### src/rtl/div_by_3_sched.sv
// div_by_3_sched: round-robin scheduler sharing one serial divisible-by-3
// checker among N_REQ parallel-word requesters. A granted word is captured,
// the checker is cleared for one cycle, the word is shifted in MSB-first,
// and the checker's divl output is sampled and returned tagged with the
// requester ID.
//
// Handshake: a requester holds req[i] high with a stable word; the word is
// captured at the accepting edge and ack[i] pulses for one cycle afterwards.
// The requester drops req[i] on seeing ack[i]; a req still high at the next
// IDLE cycle counts as a new request. res_valid is a one-cycle pulse with no
// back-pressure; res_div/res_id hold until the next result or reset.
//
// Optional build macro DIV_BY_3_SCHED_SELF_CHECK_EN adds a local modulo-3
// accumulator and a sticky chk_err output that flags checker disagreement.
module div_by_3_sched #(
    parameter  int N_REQ = 4,
    parameter  int WIDTH = 8,
    localparam int ID_W  = $clog2(N_REQ)
) (
    input  logic                   clk,
    input  logic                   res,
    input  logic [N_REQ-1:0]       req,
    input  logic [N_REQ*WIDTH-1:0] word,
    output logic [N_REQ-1:0]       ack,
    output logic                   chk_res_n,
    output logic                   chk_bit,
    input  logic                   chk_divl,
    output logic                   res_valid,
    output logic                   res_div,
    output logic [ID_W-1:0]        res_id,
    output logic                   busy
`ifdef DIV_BY_3_SCHED_SELF_CHECK_EN
    ,
    output logic                   chk_err
`endif
);

    localparam int CNT_W = $clog2(WIDTH);

    typedef enum logic [1:0] {
        S_IDLE   = 2'd0,
        S_CLR    = 2'd1,
        S_SHIFT  = 2'd2,
        S_SAMPLE = 2'd3
    } state_t;

    state_t           r_state;
    state_t           w_next_state;
    logic [ID_W-1:0]  r_rr_ptr;
    logic [WIDTH-1:0] r_sreg;
    logic [ID_W-1:0]  r_cur_id;
    logic [CNT_W-1:0] r_cnt;
    logic [N_REQ-1:0] r_ack;
    logic             r_res_valid;
    logic             r_res_div;
    logic [ID_W-1:0]  r_res_id;

    logic             w_found;
    logic [ID_W-1:0]  w_winner;
    logic [ID_W-1:0]  w_rr_next;
    logic             w_chk_res_n;
    logic             w_chk_bit;

    // Round-robin arbiter: first set request searching upward from r_rr_ptr.
    always_comb begin
        w_found  = 1'b0;
        w_winner = '0;
        for (int i = 0; i < N_REQ; i++) begin
            if (!w_found && req[(int'(r_rr_ptr) + i) % N_REQ]) begin
                w_found  = 1'b1;
                w_winner = ID_W'((int'(r_rr_ptr) + i) % N_REQ);
            end
        end
        w_rr_next = (w_winner == ID_W'(N_REQ - 1)) ? '0 : w_winner + ID_W'(1);
    end

    // Next-state logic and checker drive; the checker is held cleared outside SHIFT/SAMPLE.
    always_comb begin
        w_next_state = r_state;
        w_chk_res_n  = 1'b0;
        w_chk_bit    = 1'b0;
        case (r_state)
            S_IDLE: begin
                if (w_found) w_next_state = S_CLR;
            end
            S_CLR: begin
                w_next_state = S_SHIFT;
            end
            S_SHIFT: begin
                w_chk_res_n = 1'b1;
                w_chk_bit   = r_sreg[WIDTH-1];
                if (r_cnt == CNT_W'(WIDTH - 1)) w_next_state = S_SAMPLE;
            end
            S_SAMPLE: begin
                w_chk_res_n  = 1'b1;
                w_next_state = S_IDLE;
            end
            default: w_next_state = S_IDLE;
        endcase
    end

    // State register and datapath: capture, shift, and result sampling.
    always_ff @(posedge clk) begin
        if (res) begin
            r_state     <= S_IDLE;
            r_rr_ptr    <= '0;
            r_sreg      <= '0;
            r_cur_id    <= '0;
            r_cnt       <= '0;
            r_ack       <= '0;
            r_res_valid <= 1'b0;
            r_res_div   <= 1'b0;
            r_res_id    <= '0;
        end else begin
            r_state     <= w_next_state;
            r_ack       <= '0;
            r_res_valid <= 1'b0;
            case (r_state)
                S_IDLE: begin
                    if (w_found) begin
                        r_sreg   <= word[int'(w_winner)*WIDTH +: WIDTH];
                        r_cur_id <= w_winner;
                        r_ack    <= N_REQ'(1) << w_winner;
                        r_rr_ptr <= w_rr_next;
                    end
                end
                S_CLR: begin
                    r_cnt <= '0;
                end
                S_SHIFT: begin
                    r_sreg <= {r_sreg[WIDTH-2:0], 1'b0};
                    r_cnt  <= r_cnt + CNT_W'(1);
                end
                S_SAMPLE: begin
                    r_res_div   <= chk_divl;
                    r_res_id    <= r_cur_id;
                    r_res_valid <= 1'b1;
                end
                default: ;
            endcase
        end
    end

`ifdef DIV_BY_3_SCHED_SELF_CHECK_EN
    logic [1:0] r_rem;
    logic [1:0] w_rem_next;
    logic       r_chk_err;

    // Local remainder: rem' = (2*rem + bit) mod 3.
    always_comb begin
        w_rem_next = 2'd0;
        case ({r_rem, w_chk_bit})
            3'b00_0: w_rem_next = 2'd0;
            3'b00_1: w_rem_next = 2'd1;
            3'b01_0: w_rem_next = 2'd2;
            3'b01_1: w_rem_next = 2'd0;
            3'b10_0: w_rem_next = 2'd1;
            3'b10_1: w_rem_next = 2'd2;
            default: w_rem_next = 2'd0;
        endcase
    end

    // Accumulate during SHIFT and raise a sticky error if the checker disagrees at SAMPLE.
    always_ff @(posedge clk) begin
        if (res) begin
            r_rem     <= 2'd0;
            r_chk_err <= 1'b0;
        end else begin
            case (r_state)
                S_CLR:    r_rem <= 2'd0;
                S_SHIFT:  r_rem <= w_rem_next;
                S_SAMPLE: if (chk_divl != (r_rem == 2'd0)) r_chk_err <= 1'b1;
                default:  ;
            endcase
        end
    end

    assign chk_err = r_chk_err;
`endif

    assign ack       = r_ack;
    assign chk_res_n = w_chk_res_n;
    assign chk_bit   = w_chk_bit;
    assign res_valid = r_res_valid;
    assign res_div   = r_res_div;
    assign res_id    = r_res_id;
    assign busy      = (r_state != S_IDLE);

endmodule

### config.mk
export PLATFORM = sky130hd
export DESIGN_NAME = div_by_3_sched
export DESIGN_NICKNAME = d
export VERILOG_FILES = /design/src/rtl/div_by_3_sched.sv
export SDC_FILE = /design/constraint.sdc
export NUM_CORES = 1
export LEC_CHECK = 0
export ABC_AREA = 1
export BUFFER_PORTS_ARGS = -buffer_cell sky130_fd_sc_hd__clkbuf_2
export CAP_MARGIN = 20
export CORE_MARGIN = 5
export CORE_UTILIZATION = 35
export DETAILED_ROUTE_END_ITERATION = 8
export GPL_TIMING_DRIVEN = 1
export PLACE_DENSITY = 0.55
export SKIP_CTS_REPAIR_TIMING = 1
export SLEW_MARGIN = 20
export SYNTH_ARGS = -nofsm -noshare
export SYNTH_HDL_FRONTEND = slang
export SYNTH_SLANG_ARGS = --single-unit
### constraint.sdc
create_clock -name clk -period 3.2 [get_ports clk]
set_input_delay 0.96 -clock clk [delete_from_list [all_inputs] [get_ports clk]]
set_output_delay 0.96 -clock clk [all_outputs]
set_load 0.03 [all_outputs]
* Yosys cells after proc, flatten, opt, wreduce, memory -nomap -nowiden
Cells that the tools add are included.
** Word-level totals
- Register bits after elaboration :: 25
- Latch bits :: 0
- Memory bits (writable) :: 0
- Memory bits (read-only) :: 0
- Input port bits :: 39
- Logic and storage cells :: 79
- Memories :: 0
** Cells by class
- Add/sub/neg operators :: 5
- $mul :: 0
- Div/mod/pow operators :: 0
- $lt $le $gt $ge :: 4
- Equality and inequality tests :: 7
- Shifts and indexed selects :: 2
- Muxes and demuxes :: 29
- Bitwise operators :: 5
- Reduce and logical (&&, ||, !) cells :: 18
** Operators with widths (number)
- indexed part select 32 x 6 -> 8 bit :: 1
- one-hot mux 8 bit (2 select lines) :: 1
- 2-to-1 mux 1 bit :: 14
- 2-to-1 mux 2 bit :: 7
- less-than comparator 3 x 4 -> 1 bit (second input constant) :: 3
- binary-select mux 1 bit (select 2 bit) :: 4
- 2-to-1 mux 8 bit :: 1
- one-hot mux 2 bit (4 select lines) :: 1
- OR reduction 2 bit :: 4
- == test 2 bit (second input constant) :: 3
- one-hot mux 3 bit (2 select lines) :: 1
- AND reduction 2 bit :: 3
- nonzero test 2 bit :: 3
- adder 2 x 1 -> 2 bit (second input constant) :: 2
- adder 2 bit (second input constant) :: 2
- inequality test 2 bit (second input constant) :: 2
- << shifter 1 x 2 -> 4 bit (first input constant) :: 1
- adder 3 x 1 -> 3 bit (second input constant) :: 1
- AND 1 bit (first input constant) :: 3
- == test 3 bit (second input constant) :: 1
- logical AND 1 bit :: 3
- logical NOT 1 bit :: 3
- less-than comparator 2 x 3 -> 1 bit (second input constant) :: 1
- OR reduction 3 bit :: 1
- other kinds (3) :: 4

* Logic depth before layout (Yosys ltp)
- Depth after elaboration :: 17
- Mapped depth :: 15

* Least setup slack after synthesis
OpenSTA, ideal clock, no wires.
- Path kind :: input -> register
- Start :: in req[3]
- End :: reg r_rr_ptr[1]
- Arrival time :: 2110 ps
- Required time :: 3067 ps
- Setup slack :: 956 ps
- Stages on the path :: 11
- Cells stage by stage :: inv_1 -> nand2_1 -> nand3_1 -> nand2_2 -> nor2_8 -> nand3_4 -> nand3_4 -> buf_12 -> inv_1 -> nand3_1 -> o221ai_1
** Between the ends
- Longest elaborated chain between the ends :: 14
- Elaborated cells between the ends (all ways) :: 29
** RTL lines
- start: declaration :: RTL line 22 : input logic [N_REQ-1:0] req,
- binary-select mux 1 bit (select 2 bit) :: RTL line 69 : if (!w_found && req[(int'(r_rr_ptr) + i) % N_REQ]) begin
- 2-to-1 mux 1 bit (not written as such) :: RTL line 69
- 2-to-1 mux 1 bit :: RTL line 69
- logical NOT 1 bit :: RTL line 69
- logical AND 1 bit :: RTL line 69
- 2-to-1 mux 1 bit :: RTL line 69
- logical NOT 1 bit :: RTL line 69
- logical AND 1 bit :: RTL line 69
- 2-to-1 mux 1 bit :: RTL line 69
- logical NOT 1 bit :: RTL line 69
- logical AND 1 bit :: RTL line 69
- 2-to-1 mux 2 bit :: RTL line 69
- adder 2 x 1 -> 2 bit or == test 2 bit (tied branches) :: RTL line 74 : w_rr_next = (w_winner == ID_W'(N_REQ - 1)) ? '0 : w_winner + ID_W'(1);
- 2-to-1 mux 2 bit :: RTL line 74
- end signal: assignment :: RTL line 124 : r_rr_ptr <= w_rr_next;
- end: declaration :: RTL line 49 : logic [ID_W-1:0] r_rr_ptr;
Several ways; a longest one is shown, not always the timed one. The select of a mux whose other input is x is not followed.
A chain may end at the register's enable or synchronous reset.

* Worst setup path in the final report
- Start :: reg r_state[0]
- End :: out chk_res_n
** Between the ends
- Longest elaborated chain between the ends :: 3
- Elaborated cells between the ends (all ways) :: 4
** RTL lines
- start: declaration :: RTL line 47 : state_t r_state;
- start signal: assignment :: RTL line 115 : r_state <= w_next_state;
- == test 2 bit :: RTL line 82 : case (r_state)
- OR reduction 2 bit (no source line) (*)
- 2-to-1 mux 1 bit (*) :: RTL line 82
- end: declaration :: RTL line 25 : output logic chk_res_n,
Every way passes the cells marked *; elsewhere a longest branch is shown, timed or not.

==> reports/summary.md <==
The tools report the number of violations of the max-capacitance limit as 0. Excluding fillers, the count of instances in the completed layout stands at 349. The logs give 20 for the largest net degree at the start of global routing and 345 for the cell total after placement.

Setup violations remaining at the end of the flow were counted as 0. The total negative setup slack was 0 ns; the number of instances in the synthesized netlist was 235. In this run the biggest area consumer among cell types represents 29.2% of the synthesized area. In this run the remaining antenna-violating nets after routing total 0.

For the peak supply drop, the log shows 0.273 mV. The synthesized netlist devotes 40.6% of its cell area to simple gates. The post-synthesis xor/xnor area fraction was 0%; the critical path arrival was 1.66 ns. The clock reaches the later pin of the worst-skew pair after 0.27 ns. After clock tree synthesis, the clock-pin slew on the worst setup and hold paths is 0.09 ns.

Of all nets on the critical path, the largest fanout is 14. On the final layout, the worst clock skew is 0.00589 ns. On the worst path, the slowest cell contributes a delay of 0.48 ns. The starting density of the core was 36.1%; the number of remaining DRC errors was 0.

For this design the top-level I/O count stands at 50. After synthesis, the netlist uses 30 different library cells. The root buffer cell chosen for the clock tree is clkbuf_8. After floorplanning, the core was sized to cover 4750 um2. The synthesized netlist devotes 15.1% of its cell area to compound gates. Max-slew violation total from the final report: 0. The leakage dissipation is 0.998 nW.

Relative to the synthesized area, the layout overhead comes to 17.4%. The run finished with clean final reports. The Yosys step of the flow raised 0 warnings. The net count after synthesis is 280. The die covers 6400 um2. In this run the vertical extent of the chip is 80.0 um. Yosys attributes the largest share of cell area to dfxtp_1, nand2_1, nand3_1, nand4_1, nand2_2.

The run gives 1,605 as the via count of the first global-routing pass. Headroom to the max-slew limit came out at 66.8%. CTS sink count: 25. The run gives 2 as the maximum buffer depth of the clock tree.

The type of the tightest min-delay check was flip-flop to flip-flop. At the pin with the least slew margin, the transition time is 0.498 ns. After Yosys synthesis, full adders, half adders and majority gates account for 4.38% of the synthesized area.

For this run, the total global-route usage over all layers was measured as 14.1%. The final period demand of the worst path came out at 2.62 ns. The worst hold path begins at r_cnt[1]$_SDFFE_PP0P_. The final routed wirelength across all metal layers was 4260 um; the final hold violation count was 0. Walking the worst path, the cells encountered are inv_1 > ha_1 > clkinv_1 > nand2_1 > clkbuf_2.

The number of nets in the layout came out at 328. The vias after detailed routing is 1,673, and the synthesized area per cell is 7.30 um2. The tools report the antenna diode count as 0.

The sort of element at the start of the critical path is a flip-flop. The dominant cell type by area after synthesis is dfxtp_1. The routed length per instance came out at 12.2 um.

The largest family of logic cells by synthesized area was simple AND/OR/NAND/NOR gates. The share of final-layout standard cells stronger than drive strength 1 was 31.2%. The most critical setup path has its startpoint at r_state[0]$_SDFFE_PP0P_. The die is 80.0 um wide.

The depth of the CTS H-tree came out at 1. TritonCTS built the clock tree. The detailed-placement wirelength estimate is 3420 um, and the proportion of synthesized chip area in sequential cells is 29.2%. Dividing the detail-routed via count by the number of cells gives 4.79. Of the available clock period, the critical path in the final layout requires 81.7%.

Global routing finished with a remaining overflow of 0. The startpoint identified for the worst register-to-register timing path is r_rr_ptr[0]$_SDFFE_PP0P_. The largest individual stage delay along the critical path comes from the cell ha_1. Multiplexer share of the synthesized area: 0%. The timing-limited maximum frequency is 0.382 GHz.

TritonCTS created 3 clock buffers. The number of buffers added on ports was 49. The first global-routing pass estimated 7270 um of wire. The logs give 0 for the number of antenna violations at the first check in global routing and 25 for the total number of placement rows.

The startpoint-to-endpoint class of the critical path is flip-flop to output port. The worst setup path is captured at an output port. For this block, the initial DRC count from the detailed router was 58.

Setup repair after global routing left no endpoint under its margin. After synthesis the cells add up to 1720 um2. STA puts the critical path data required time at 2.24 ns. The power per standard cell area is 992 nW/um2.

In this run, synthesis produced a sequential element count of 25. Routability-driven placement finished with a final weighted congestion of 0.845. The number of detailed-route iterations in the first pass came out at 4.
==> final timing paths <==
path | to | slack [ns] | cells past startpoint
max | chk_res_n | 0.58 | 5
min | r_cnt[1]$_SDFFE_PP0P_ | 0.47 | 2
max reg2reg | r_sreg[4]$_SDFFE_PP0P_ | 0.93 | 11
min reg2reg | r_cnt[1]$_SDFFE_PP0P_ | 0.47 | 2
==> logic make-up (layout without fill, tap and decap cells) <==
family	count (synthesis)	in the layout
buffers and inverters	30	77
AND/OR/NAND/NOR	134	134
flip-flops	25	25
adder cells (fa/ha/maj)	6	6
AO/OA/AOI/OAI	40	40
==> through the flow <==
step                      total power, mW  hold slack [ns]  utilization, %  instance area (um2)  setup WS, ns
after floorplan                      1.61            0.446               -                 1720         0.956
after global placement               1.82            0.461            41.3                 1970         0.540
after detailed placement             1.82            0.464            41.3                 1970         0.522
after CTS                            2.02            0.476            42.4                 2010         0.560
after global routing                 2.21            0.499            42.4                 2010         0.348
final                                2.00            0.475            42.4                 2010         0.585
==> routing by layer <==
layer  GRT usage, %  wire length (um)
met5              0                 0
met4           3.21                42
met3           3.50               214
met2           23.1              1950
met1           18.7              2060
==> cell usage after synthesis, drive strengths merged <==
cell           number
buf                 3
nor2               14
a21oi              21
o31ai               1
o221ai              1
nand3              37
dfxtp              25
clkinv              1
nand4              18
o21ai              15
clkbuf              4
nor3                1
nand2              64
clkdlybuf4s15       1
a211oi              1
ha                  6
inv                21
o22ai               1
==> power breakdown <==
part           switching (mW)  internal (mW)
logic                   0.914          0.423
clock network           0.101         0.0883
registers              0.0604          0.412
total                    1.08          0.924
==> area by class of cell <==
type	count	area, um2
flip-flops and latches	25	500
clock inverters	1	7.51
fillers	523	2740
well taps	67	83.8
multi-input cells	180	1030
clock buffers	3	41.3
repair buffers	51	260
inverters	22	90.1
==> placed cells by master (no fill, tap or decap) <==
cell type | synthesis | final
buf_4 | 1 | 2
o31ai_1 | 1 | 1
nand3_2 | 1 | 1
clkbuf_8 | 3 | 3
nand2_2 | 16 | 16
dfxtp_1 | 25 | 25
nor3_1 | 1 | 1
a21oi_2 | 7 | 7
o21ai_4 | 2 | 2
nand2_1 | 46 | 46
o22ai_1 | 1 | 1
inv_8 | 1 | 1
o21ai_0 | 13 | 13
nand4_1 | 18 | 18
clkbuf_2 | 0 | 49
nor2_1 | 13 | 13
ha_1 | 6 | 6
a21oi_1 | 14 | 14
o221ai_1 | 1 | 1
nor2_8 | 1 | 1
inv_2 | 1 | 1
clkinv_1 | 1 | 1
a211oi_1 | 1 | 1
nand2_4 | 2 | 2
nand3_1 | 34 | 34
inv_1 | 19 | 19
nand3_4 | 2 | 2
clkinvlp_4 | 0 | 1
==> sequential cells by signal (all words and copies together), names as in the netlist <==
register / count
r_sreg: 8
ack: 4
r_state: 2
res_div: 1
r_cur_id: 2
res_id: 2
r_rr_ptr: 2
r_cnt: 3
res_valid: 1
==> critical path, delay by kind of cell, from the launching register on <==
family	cells	cell delay [ns]
flip-flops	1	0.32
AND/OR/NAND/NOR	1	0.10
buffers and inverters	3	0.49
adder cells (fa/ha/maj)	1	0.48
Note: power is estimated with default switching activity, not from simulation.
